===== config.mk =====
export PLATFORM = sky130hd
export DESIGN_NAME = wb_ext_sram_bridge_flat
export DESIGN_NICKNAME = d
export VERILOG_FILES = /design/src/rtl/wb_ext_sram_bridge_if.sv /design/src/rtl/wb_ext_sram_bridge.sv /design/src/flat_wrapper.sv
export SDC_FILE = /design/constraint.sdc
export NUM_CORES = 1
export LEC_CHECK = 0
export CAP_MARGIN = 20
export CORE_UTILIZATION = 53
export CTS_CLUSTER_DIAMETER = 200
export DETAILED_ROUTE_END_ITERATION = 7
export HOLD_SLACK_MARGIN = 0.08
export PLACE_DENSITY = 0.84
export RECOVER_POWER = 50
export SLEW_MARGIN = 25
export SYNTH_ARGS = -nofsm -noshare
export SYNTH_HDL_FRONTEND = slang
export SYNTH_SLANG_ARGS = --single-unit

===== constraint.sdc =====
create_clock -name i_clk -period 4.3 [get_ports i_clk]
set_clock_uncertainty 0.2 [all_clocks]
set_input_delay 0.86 -clock i_clk [delete_from_list [all_inputs] [get_ports i_clk]]
set_output_delay 0.86 -clock i_clk [all_outputs]
set_load 0.005 [all_outputs]

===== src/rtl/wb_ext_sram_bridge_if.sv =====
// Wishbone classic bus bundle between the arbitrated core master and the SRAM bridge.
interface wb_ext_sram_bridge_if;
  localparam int unsigned ADR_W = 24;
  localparam int unsigned DAT_W = 16;
  localparam int unsigned SEL_W = 2;

  logic             wb_cyc;
  logic             wb_stb;
  logic             wb_we;
  logic [ADR_W-1:0] wb_adr;
  logic [SEL_W-1:0] wb_sel;
  logic [DAT_W-1:0] wb_i_dat;
  logic [DAT_W-1:0] wb_o_dat;
  logic             wb_ack;
  logic             wb_err;
  logic             wb_rty;

  modport master (
    output wb_cyc, wb_stb, wb_we, wb_adr, wb_sel, wb_i_dat,
    input  wb_o_dat, wb_ack, wb_err, wb_rty
  );

  modport slave (
    input  wb_cyc, wb_stb, wb_we, wb_adr, wb_sel, wb_i_dat,
    output wb_o_dat, wb_ack, wb_err, wb_rty
  );
endinterface


===== src/rtl/wb_ext_sram_bridge.sv =====
// Wishbone slave that splits each 16-bit transfer into per-lane accesses on an 8-bit async SRAM.
// Pins are a registered decode of the FSM state, so they trail the state by one cycle.
module wb_ext_sram_bridge #(
  parameter int unsigned MEM_AW      = 19,
  parameter int unsigned WAIT_CYCLES = 1
) (
  input  logic              i_clk,
  input  logic              i_rst,
  wb_ext_sram_bridge_if.slave wb,
  output logic [MEM_AW-1:0] mem_addr,
  output logic [7:0]        mem_dq_o,
  input  logic [7:0]        mem_dq_i,
  output logic              mem_dq_oe,
  output logic              mem_ce_n,
  output logic              mem_oe_n,
  output logic              mem_we_n
);
  localparam int unsigned WA_W      = MEM_AW - 1;
  localparam logic [3:0]  WAIT_LAST = 4'(WAIT_CYCLES);

  typedef enum logic [2:0] {IDLE, SETUP, STROBE, HOLD, RESP} state_t;

  state_t            state_q, state_d;
  logic [3:0]        cnt_q, cnt_d;
  logic              we_q, we_d;
  logic [WA_W-1:0]   adr_q, adr_d;
  logic [1:0]        sel_q, sel_d;
  logic [15:0]       dat_q, dat_d;
  logic              lane_q, lane_d;
  logic              bad_q, bad_d;
  logic              abort_q, abort_d;
  logic [15:0]       rd_q, rd_d;

  logic              ack_q, ack_d;
  logic              err_q, err_d;
  logic [15:0]       o_dat_q, o_dat_d;
  logic [MEM_AW-1:0] addr_q, addr_d;
  logic [7:0]        dq_o_q, dq_o_d;
  logic              dq_oe_q, dq_oe_d;
  logic              ce_n_q, ce_n_d;
  logic              oe_n_q, oe_n_d;
  logic              we_n_q, we_n_d;

  logic              active;
  logic              out_of_range;

  // State and output registers
  always_ff @(posedge i_clk or negedge i_rst) begin
    if (!i_rst) begin
      state_q <= IDLE;
      cnt_q   <= '0;
      we_q    <= 1'b0;
      adr_q   <= '0;
      sel_q   <= '0;
      dat_q   <= '0;
      lane_q  <= 1'b0;
      bad_q   <= 1'b0;
      abort_q <= 1'b0;
      rd_q    <= '0;
      ack_q   <= 1'b0;
      err_q   <= 1'b0;
      o_dat_q <= '0;
      addr_q  <= '0;
      dq_o_q  <= '0;
      dq_oe_q <= 1'b0;
      ce_n_q  <= 1'b1;
      oe_n_q  <= 1'b1;
      we_n_q  <= 1'b1;
    end else begin
      state_q <= state_d;
      cnt_q   <= cnt_d;
      we_q    <= we_d;
      adr_q   <= adr_d;
      sel_q   <= sel_d;
      dat_q   <= dat_d;
      lane_q  <= lane_d;
      bad_q   <= bad_d;
      abort_q <= abort_d;
      rd_q    <= rd_d;
      ack_q   <= ack_d;
      err_q   <= err_d;
      o_dat_q <= o_dat_d;
      addr_q  <= addr_d;
      dq_o_q  <= dq_o_d;
      dq_oe_q <= dq_oe_d;
      ce_n_q  <= ce_n_d;
      oe_n_q  <= oe_n_d;
      we_n_q  <= we_n_d;
    end
  end

  assign active       = (state_q == SETUP) || (state_q == STROBE) || (state_q == HOLD);
  assign out_of_range = (wb.wb_adr >> WA_W) != 24'd0;

  // Next-state and registered-output decode
  always_comb begin
    state_d = state_q;
    cnt_d   = cnt_q;
    we_d    = we_q;
    adr_d   = adr_q;
    sel_d   = sel_q;
    dat_d   = dat_q;
    lane_d  = lane_q;
    bad_d   = bad_q;
    abort_d = abort_q;
    rd_d    = rd_q;
    o_dat_d = o_dat_q;
    addr_d  = addr_q;
    dq_o_d  = dq_o_q;

    case (state_q)
      IDLE: begin
        abort_d = 1'b0;
        // The IDLE cycle carrying the previous ack/err pin must not re-accept the same stb.
        if (wb.wb_cyc && wb.wb_stb && !ack_q && !err_q) begin
          we_d   = wb.wb_we;
          adr_d  = wb.wb_adr[WA_W-1:0];
          sel_d  = wb.wb_sel;
          dat_d  = wb.wb_i_dat;
          rd_d   = '0;
          cnt_d  = '0;
          bad_d  = out_of_range;
          lane_d = !wb.wb_sel[0];
          if (out_of_range || (wb.wb_sel == 2'b00)) state_d = RESP;
          else                                      state_d = SETUP;
        end
      end
      SETUP: begin
        cnt_d   = '0;
        abort_d = abort_q || !wb.wb_cyc;
        state_d = STROBE;
      end
      STROBE: begin
        abort_d = abort_q || !wb.wb_cyc;
        if (cnt_q == WAIT_LAST) state_d = HOLD;
        else                    cnt_d   = cnt_q + 4'd1;
      end
      HOLD: begin
        // Pins still show the final strobe cycle here, so read data is valid now.
        if (!we_q) begin
          if (lane_q) rd_d[15:8] = mem_dq_i;
          else        rd_d[7:0]  = mem_dq_i;
        end
        if (abort_q || !wb.wb_cyc) begin
          state_d = IDLE;
        end else if (!lane_q && sel_q[1]) begin
          lane_d  = 1'b1;
          state_d = SETUP;
        end else begin
          state_d = RESP;
        end
      end
      RESP: begin
        if (!bad_q && !we_q) o_dat_d = rd_q;
        state_d = IDLE;
      end
      default: state_d = IDLE;
    endcase

    if (state_q == SETUP) begin
      addr_d = {adr_q, lane_q};
      dq_o_d = lane_q ? dat_q[15:8] : dat_q[7:0];
    end

    ack_d   = (state_q == RESP) && !bad_q;
    err_d   = (state_q == RESP) && bad_q;
    ce_n_d  = !active;
    dq_oe_d = active && we_q;
    oe_n_d  = !((state_q == STROBE) && !we_q);
    we_n_d  = !((state_q == STROBE) && we_q);
  end

  assign wb.wb_ack   = ack_q;
  assign wb.wb_err   = err_q;
  assign wb.wb_rty   = 1'b0;
  assign wb.wb_o_dat = o_dat_q;
  assign mem_addr    = addr_q;
  assign mem_dq_o    = dq_o_q;
  assign mem_dq_oe   = dq_oe_q;
  assign mem_ce_n    = ce_n_q;
  assign mem_oe_n    = oe_n_q;
  assign mem_we_n    = we_n_q;
endmodule


===== src/flat_wrapper.sv =====
// flat-port wrapper written by rule: the top's interface ports become plain ports
module wb_ext_sram_bridge_flat 
#(
  parameter int unsigned MEM_AW      = 19,
  parameter int unsigned WAIT_CYCLES = 1
)
  (i_clk, i_rst, mem_addr, mem_dq_o, mem_dq_i, mem_dq_oe, mem_ce_n, mem_oe_n, mem_we_n, wb_wb_cyc, wb_wb_stb, wb_wb_we, wb_wb_adr, wb_wb_sel, wb_wb_i_dat, wb_wb_o_dat, wb_wb_ack, wb_wb_err, wb_wb_rty);
  wb_ext_sram_bridge_if wb_i ();
  input  logic i_clk;
  input  logic i_rst;
  output logic [MEM_AW-1:0] mem_addr;
  output logic [7:0] mem_dq_o;
  input  logic [7:0] mem_dq_i;
  output logic mem_dq_oe;
  output logic mem_ce_n;
  output logic mem_oe_n;
  output logic mem_we_n;
  input wire logic [$bits(wb_i.wb_cyc)-1:0] wb_wb_cyc;
  input wire logic [$bits(wb_i.wb_stb)-1:0] wb_wb_stb;
  input wire logic [$bits(wb_i.wb_we)-1:0] wb_wb_we;
  input wire logic [$bits(wb_i.wb_adr)-1:0] wb_wb_adr;
  input wire logic [$bits(wb_i.wb_sel)-1:0] wb_wb_sel;
  input wire logic [$bits(wb_i.wb_i_dat)-1:0] wb_wb_i_dat;
  output wire logic [$bits(wb_i.wb_o_dat)-1:0] wb_wb_o_dat;
  output wire logic [$bits(wb_i.wb_ack)-1:0] wb_wb_ack;
  output wire logic [$bits(wb_i.wb_err)-1:0] wb_wb_err;
  output wire logic [$bits(wb_i.wb_rty)-1:0] wb_wb_rty;
  assign wb_i.wb_cyc = wb_wb_cyc;
  assign wb_i.wb_stb = wb_wb_stb;
  assign wb_i.wb_we = wb_wb_we;
  assign wb_i.wb_adr = wb_wb_adr;
  assign wb_i.wb_sel = wb_wb_sel;
  assign wb_i.wb_i_dat = wb_wb_i_dat;
  assign wb_wb_o_dat = wb_i.wb_o_dat;
  assign wb_wb_ack = wb_i.wb_ack;
  assign wb_wb_err = wb_i.wb_err;
  assign wb_wb_rty = wb_i.wb_rty;
  wb_ext_sram_bridge #(.MEM_AW(MEM_AW), .WAIT_CYCLES(WAIT_CYCLES)) u_core (.i_clk(i_clk), .i_rst(i_rst), .wb(wb_i), .mem_addr(mem_addr), .mem_dq_o(mem_dq_o), .mem_dq_i(mem_dq_i), .mem_dq_oe(mem_dq_oe), .mem_ce_n(mem_ce_n), .mem_oe_n(mem_oe_n), .mem_we_n(mem_we_n));
endmodule

---- Yosys cells after proc, flatten, opt, wreduce, memory -nomap -nowiden ----
Index checks and enable logic that the tools add are counted.
word-level totals
  flip-flop bits (word level) ............. 112
  output and inout port bits .............. 50
  logic and storage cells ................. 92
operators by class
  $add $sub $neg .......................... 1
  eq/ne operators ......................... 13
  mux-type cells .......................... 20
  reduce and logical (&&, ||, !) cells .... 38
operators by type and width
  operator               count
  $mux W16               2
  $pmux W16 S2           1
  $mux W8                3
  $reduce_bool A24 Y1    1
  $mux W3                5
  $ne A2 B2 Y1 const B   6
  $pmux W3 S4            1
  $pmux W4 S3            1
  $reduce_and A4 Y1      3
  $logic_and A1 B1 Y1    10
  $logic_not A1 Y1       10
  $mux W4                2
  $eq A3 B2 Y1 const B   2
  $reduce_and A2 Y1      3
  $add A4 B1 Y4 const B  1
  $eq A4 B1 Y1 const B   1
  $logic_or A1 B1 Y1     4
  $ne A2 B1 Y1 const B   2
  $pmux W1 S2            2
  $reduce_bool A2 Y1     2
  $eq A3 B1 Y1 const B   1
  $eq A3 B3 Y1 const B   1
  $logic_not A3 Y1       1
  $mux W1                3
  other kinds (4)        4

---- Depth between registers and ports, before layout ----
  depth after elaboration ................. 5
  mapped depth ............................ 5
  gate-level depth less buffers ........... 5

---- Worst setup path after synthesis ----
Ideal clock, no wire load.
  path type ............................... in2reg
  start ................................... input port wb_wb_stb
  end ..................................... register u_core.lane_q
  library setup time ...................... 0.126 ns
  data arrival time ....................... 1.764 ns
  data required time ...................... 3.974 ns
  path slack .............................. 2.210 ns
  stages on the path ...................... 5
  cells stage by stage .................... and4bb_2 > nand2_1 > buf_6 > buf_6 > a221o_1
on the way
  cells in the longest elaborated chain, start to end .. 5
RTL lines
  item                               RTL line                   RTL
  start, declared                    flat_wrapper.sv:19         input wire logic [$bits(wb_i.wb_stb)-1:0] wb_wb_stb;
  $logic_and A1 B1 Y1 (3 in series)  wb_ext_sram_bridge.sv:115  if (wb.wb_cyc && wb.wb_stb && !ack_q && !err_q) begin
  $ne A2 B1 Y1 (no line)             --
  $reduce_and A4 Y1 (no line)        --
  end signal, assigned               wb_ext_sram_bridge.sv:76   lane_q <= lane_d;
  end, declared                      wb_ext_sram_bridge.sv:29   logic lane_q, lane_d;
No other way between the ends.
A chain may end at the register's enable or synchronous reset.

---- Worst setup path in the final report ----
  start ................................... register u_core.state_q[0]
  end ..................................... register u_core.addr_q[4], in the netlist u_core.mem_addr[4]
on the way
  cells in the longest elaborated chain, start to end .. 1
RTL lines
  item                    RTL line                   RTL
  start, declared         wb_ext_sram_bridge.sv:23   state_t state_q, state_d;
  start signal, assigned  wb_ext_sram_bridge.sv:70   state_q <= state_d;
  $eq A3 B1 Y1            wb_ext_sram_bridge.sv:160  if (state_q == SETUP) begin
  end signal, assigned    wb_ext_sram_bridge.sv:83   addr_q <= addr_d;
  end, declared           wb_ext_sram_bridge.sv:37   logic [MEM_AW-1:0] addr_q, addr_d;
No other way between the ends.

==> flow_summary.json <==
{
  "hold-path-endpoint": "u_core.rd_q[6]",
  "ant_nets": 0,
  "fin_setup_tns_ns": 0,
  "antenna_found_initial": 0,
  "violations": "capacitance limit",
  "grt_pass1_wl_mm": 14.3,
  "final_cell_mix": "dfrtp_1 (108), clkdlybuf4s50_1 (101), mux2_2 (73)",
  "finalCritPeriodShare_pct": 68.5,
  "grt.total_usage_pct": 21.5,
  "max_slew_margin_pct": 0.604,
  "path_class": "reg2reg",
  "p_leak_uw": 0.00254,
  "synth_top_area_cell": "dfrtp_1",
  "cts_buffers": 9,
  "ys_warn_count": 0,
  "timing.max_cap.violations": 1,
  "routedWlPerCell_um": 16.5,
  "place_congestion": 0.766,
  "synth_top_area_share_pct": 60.4,
  "hp-start": "u_core.rd_q[6]",
  "vias_per_cell": 5.47,
  "hold_path_class": "reg2reg",
  "coreArea_um2": 8180,
  "max_freq_mhz": 340,
  "clk_pin_slew_ns": 0.12,
  "rsz0062_at_grt": "false",
  "fin_crit_ns": 2.95,
  "critPathLaunchType": "flop",
  "cp_max_fo": 26,
  "setup-violations-final": 0,
  "syn_avg_cell_area_um2": 14.5,
  "final_common_cell": "dfrtp_1",
  "rr_startpoint": "u_core.state_q[0]",
  "drt_iter0_drc": 91,
  "antenna-diode-count": 0,
  "post_cts_buffers": 0,
  "cts_sinks": 111,
  "start_util_pct": 54.7,
  "rows": 33,
  "worstMarginPinSlew_ns": 1.49,
  "grt_max_degree": 58,
  "finalHoldViolCount": 0,
  "synth_area_leaders": "dfrtp_1 (60%), mux2_2 (18%), a22o_1 (3.1%)",
  "yosysUniqueCellTypes": 45,
  "clock_path_buffers": 2,
  "dr_total_vias": 2839,
  "vdd_ir_drop_max_uv": 328,
  "hold_slack_ns": 0.310,
  "r2r_setup_slack_ns": 1.35,
  "n_fill_cell": 590,
  "netlist_instances": 308,
  "power_density_nw_per_um2": 535,
  "drc_errors": 0,
  "grt_pass1_vias": 3023,
  "io_pins": 105,
  "cts_resized": 0,
  "layout.nets": 466,
  "cts-root-buf": "clkbuf_8",
  "r2r_cells": 3,
  "crit_arrival_ns": 3.00,
  "dp.final_hpwl_mm": 6.12,
  "required_ns": 4.36,
  "reg2reg_to": "u_core.mem_addr[4]",
  "die_w_um": 93.9,
  "clk_latency_ns": 0.37,
  "drive_above_1_share_pct": 25.4,
  "drt_wl_total_mm": 8.56,
  "dp_slack_ns": 1.18,
  "die_height_um": 93.9,
  "ys_seq_elements": 111,
  "io_buffers": 103,
  "multi_input_area_um2": 1550,
  "tritoncts": "done",
  "ctsHoldBuffers": 0,
  "register_area_um2": 2780,
  "worstSetupEndpointType": "flop",
  "h-tree-depth": 3,
  "synth-seq-area-share_pct": 62.1,
  "grt_overflow": 0,
  "syn_area_um2": 4480,
  "status": "finished, violations left",
  "slew_violations": 0,
  "die_area_um2": 8820,
  "worstHoldPathCells": 1,
  "setup_ws_ns": 1.35,
  "synth_nets": 365,
  "dr.pass1.iters": 4,
  "area_growth_pct": 28.3
}
-- flip-flops by register name, indices dropped and copies added, names as in the netlist, 3 cells and up --
name	flops
u_core.adr_q	18
u_core.wb.wb_o_dat	16
u_core.mem_addr	19
u_core.rd_q	16
u_core.state_q	3
u_core.dat_q	16
u_core.mem_dq_o	8
u_core.cnt_q	4
-- worst max path at each step --
stage                                endpoint               from  slack, ns
after global routing      u_core.mem_addr[16]  u_core.state_q[0]       1.11
after global placement          u_core.lane_q          wb_wb_cyc       1.22
final                      u_core.mem_addr[4]  u_core.state_q[0]       1.35
after detailed placement        u_core.lane_q          wb_wb_cyc       1.18
after floorplan                 u_core.lane_q          wb_wb_stb       2.21
after CTS                       u_core.lane_q          wb_wb_cyc       1.57
-- synthesized netlist by cell type --
| cell | number |
|---|---|
| dfrtp_1 | 108 |
| mux2_2 | 73 |
| a22o_1 | 16 |
| nor2_1 | 13 |
| a21oi_1 | 8 |
| buf_2 | 8 |
| mux2i_1 | 8 |
| inv_1 | 7 |
| buf_6 | 6 |
| nand2_1 | 5 |
| and4bb_2 | 3 |
| dfstp_2 | 3 |
| nor3_2 | 3 |
| nor3b_1 | 3 |
| o21ai_0 | 3 |
| or2_2 | 3 |
| a211oi_1 | 2 |
| a22oi_1 | 2 |
| ha_1 | 2 |
| nand4_1 | 2 |
| nor2b_1 | 2 |
| nor3_1 | 2 |
| nor4bb_1 | 2 |
| o21a_1 | 2 |
| or3_1 | 2 |
| a21boi_0 | 1 |
| a21o_1 | 1 |
| a221o_1 | 1 |
| a221oi_1 | 1 |
| a31oi_1 | 1 |
| a32oi_1 | 1 |
| and3_1 | 1 |
| buf_4 | 1 |
| conb_1 | 1 |
| nand2b_1 | 1 |
| nand3_1 | 1 |
| nand3b_1 | 1 |
| nand4bb_1 | 1 |
| nor2_2 | 1 |
| nor4_1 | 1 |
| o211ai_1 | 1 |
| o22ai_1 | 1 |
| or3b_1 | 1 |
| or3b_2 | 1 |
| xnor2_1 | 1 |
-- critical path, cell delays in order, from the launching register on --
cell and delay, ns:
dfrtp_1 0.57, nor3b_1 1.22, buf_4 0.48, mux2_2 0.38
-- area by class of cell --
class                           count  share of cell area [%]
Sequential cell                   111                    48.4
Timing Repair Buffer              105                    18.4
Clock inverter                      7                    1.26
Multi-Input combinational cell    175                    27.0
Inverter                            7                   0.457
Tap cell                          105                    2.29
Clock buffer                        9                    2.16
-- per-stage QoR --
| stage | total power (uW) | cell area [um2] | std cells | util (%) |
|---|---|---|---|---|
| after global routing | 3270 | 5740 | 519 | 70.3 |
| after floorplan | 2070 | 4480 | 308 | - |
| after CTS | 3100 | 5750 | 519 | 70.4 |
| final | 3070 | 5740 | 519 | 70.3 |
| after global placement | 2440 | 5560 | 503 | 68.0 |
| after detailed placement | 2490 | 5560 | 503 | 68.0 |
-- power breakdown --
part	internal, uW	switching [uW]
logic	580	310
registers	1360	217
clock network	230	378
total	2170	906
-- metal layers --
layer,vias up,track usage [%],wire length (um)
met5,-,0,0
met4,0,10.9,228
met3,18,4.21,395
met2,82,35.7,4260
met1,1432,26.9,3670
li1,1307,-,-
-- cells by family (layout without fill, tap and decap cells) --
family / after synthesis / after routing / synth area share, %
compound gates: 41 / 41 / 6.77
xor+xnor: 1 / 1 / 0.196
fa+ha+maj: 2 / 2 / 0.559
buf+inv: 22 / 128 / 3.16
flops: 111 / 111 / 62.1
mux: 81 / 81 / 20.2
other cells: 1 / 1 / 0.0838
simple gates: 49 / 49 / 6.93
Note: power is estimated with default switching activity, not from simulation.
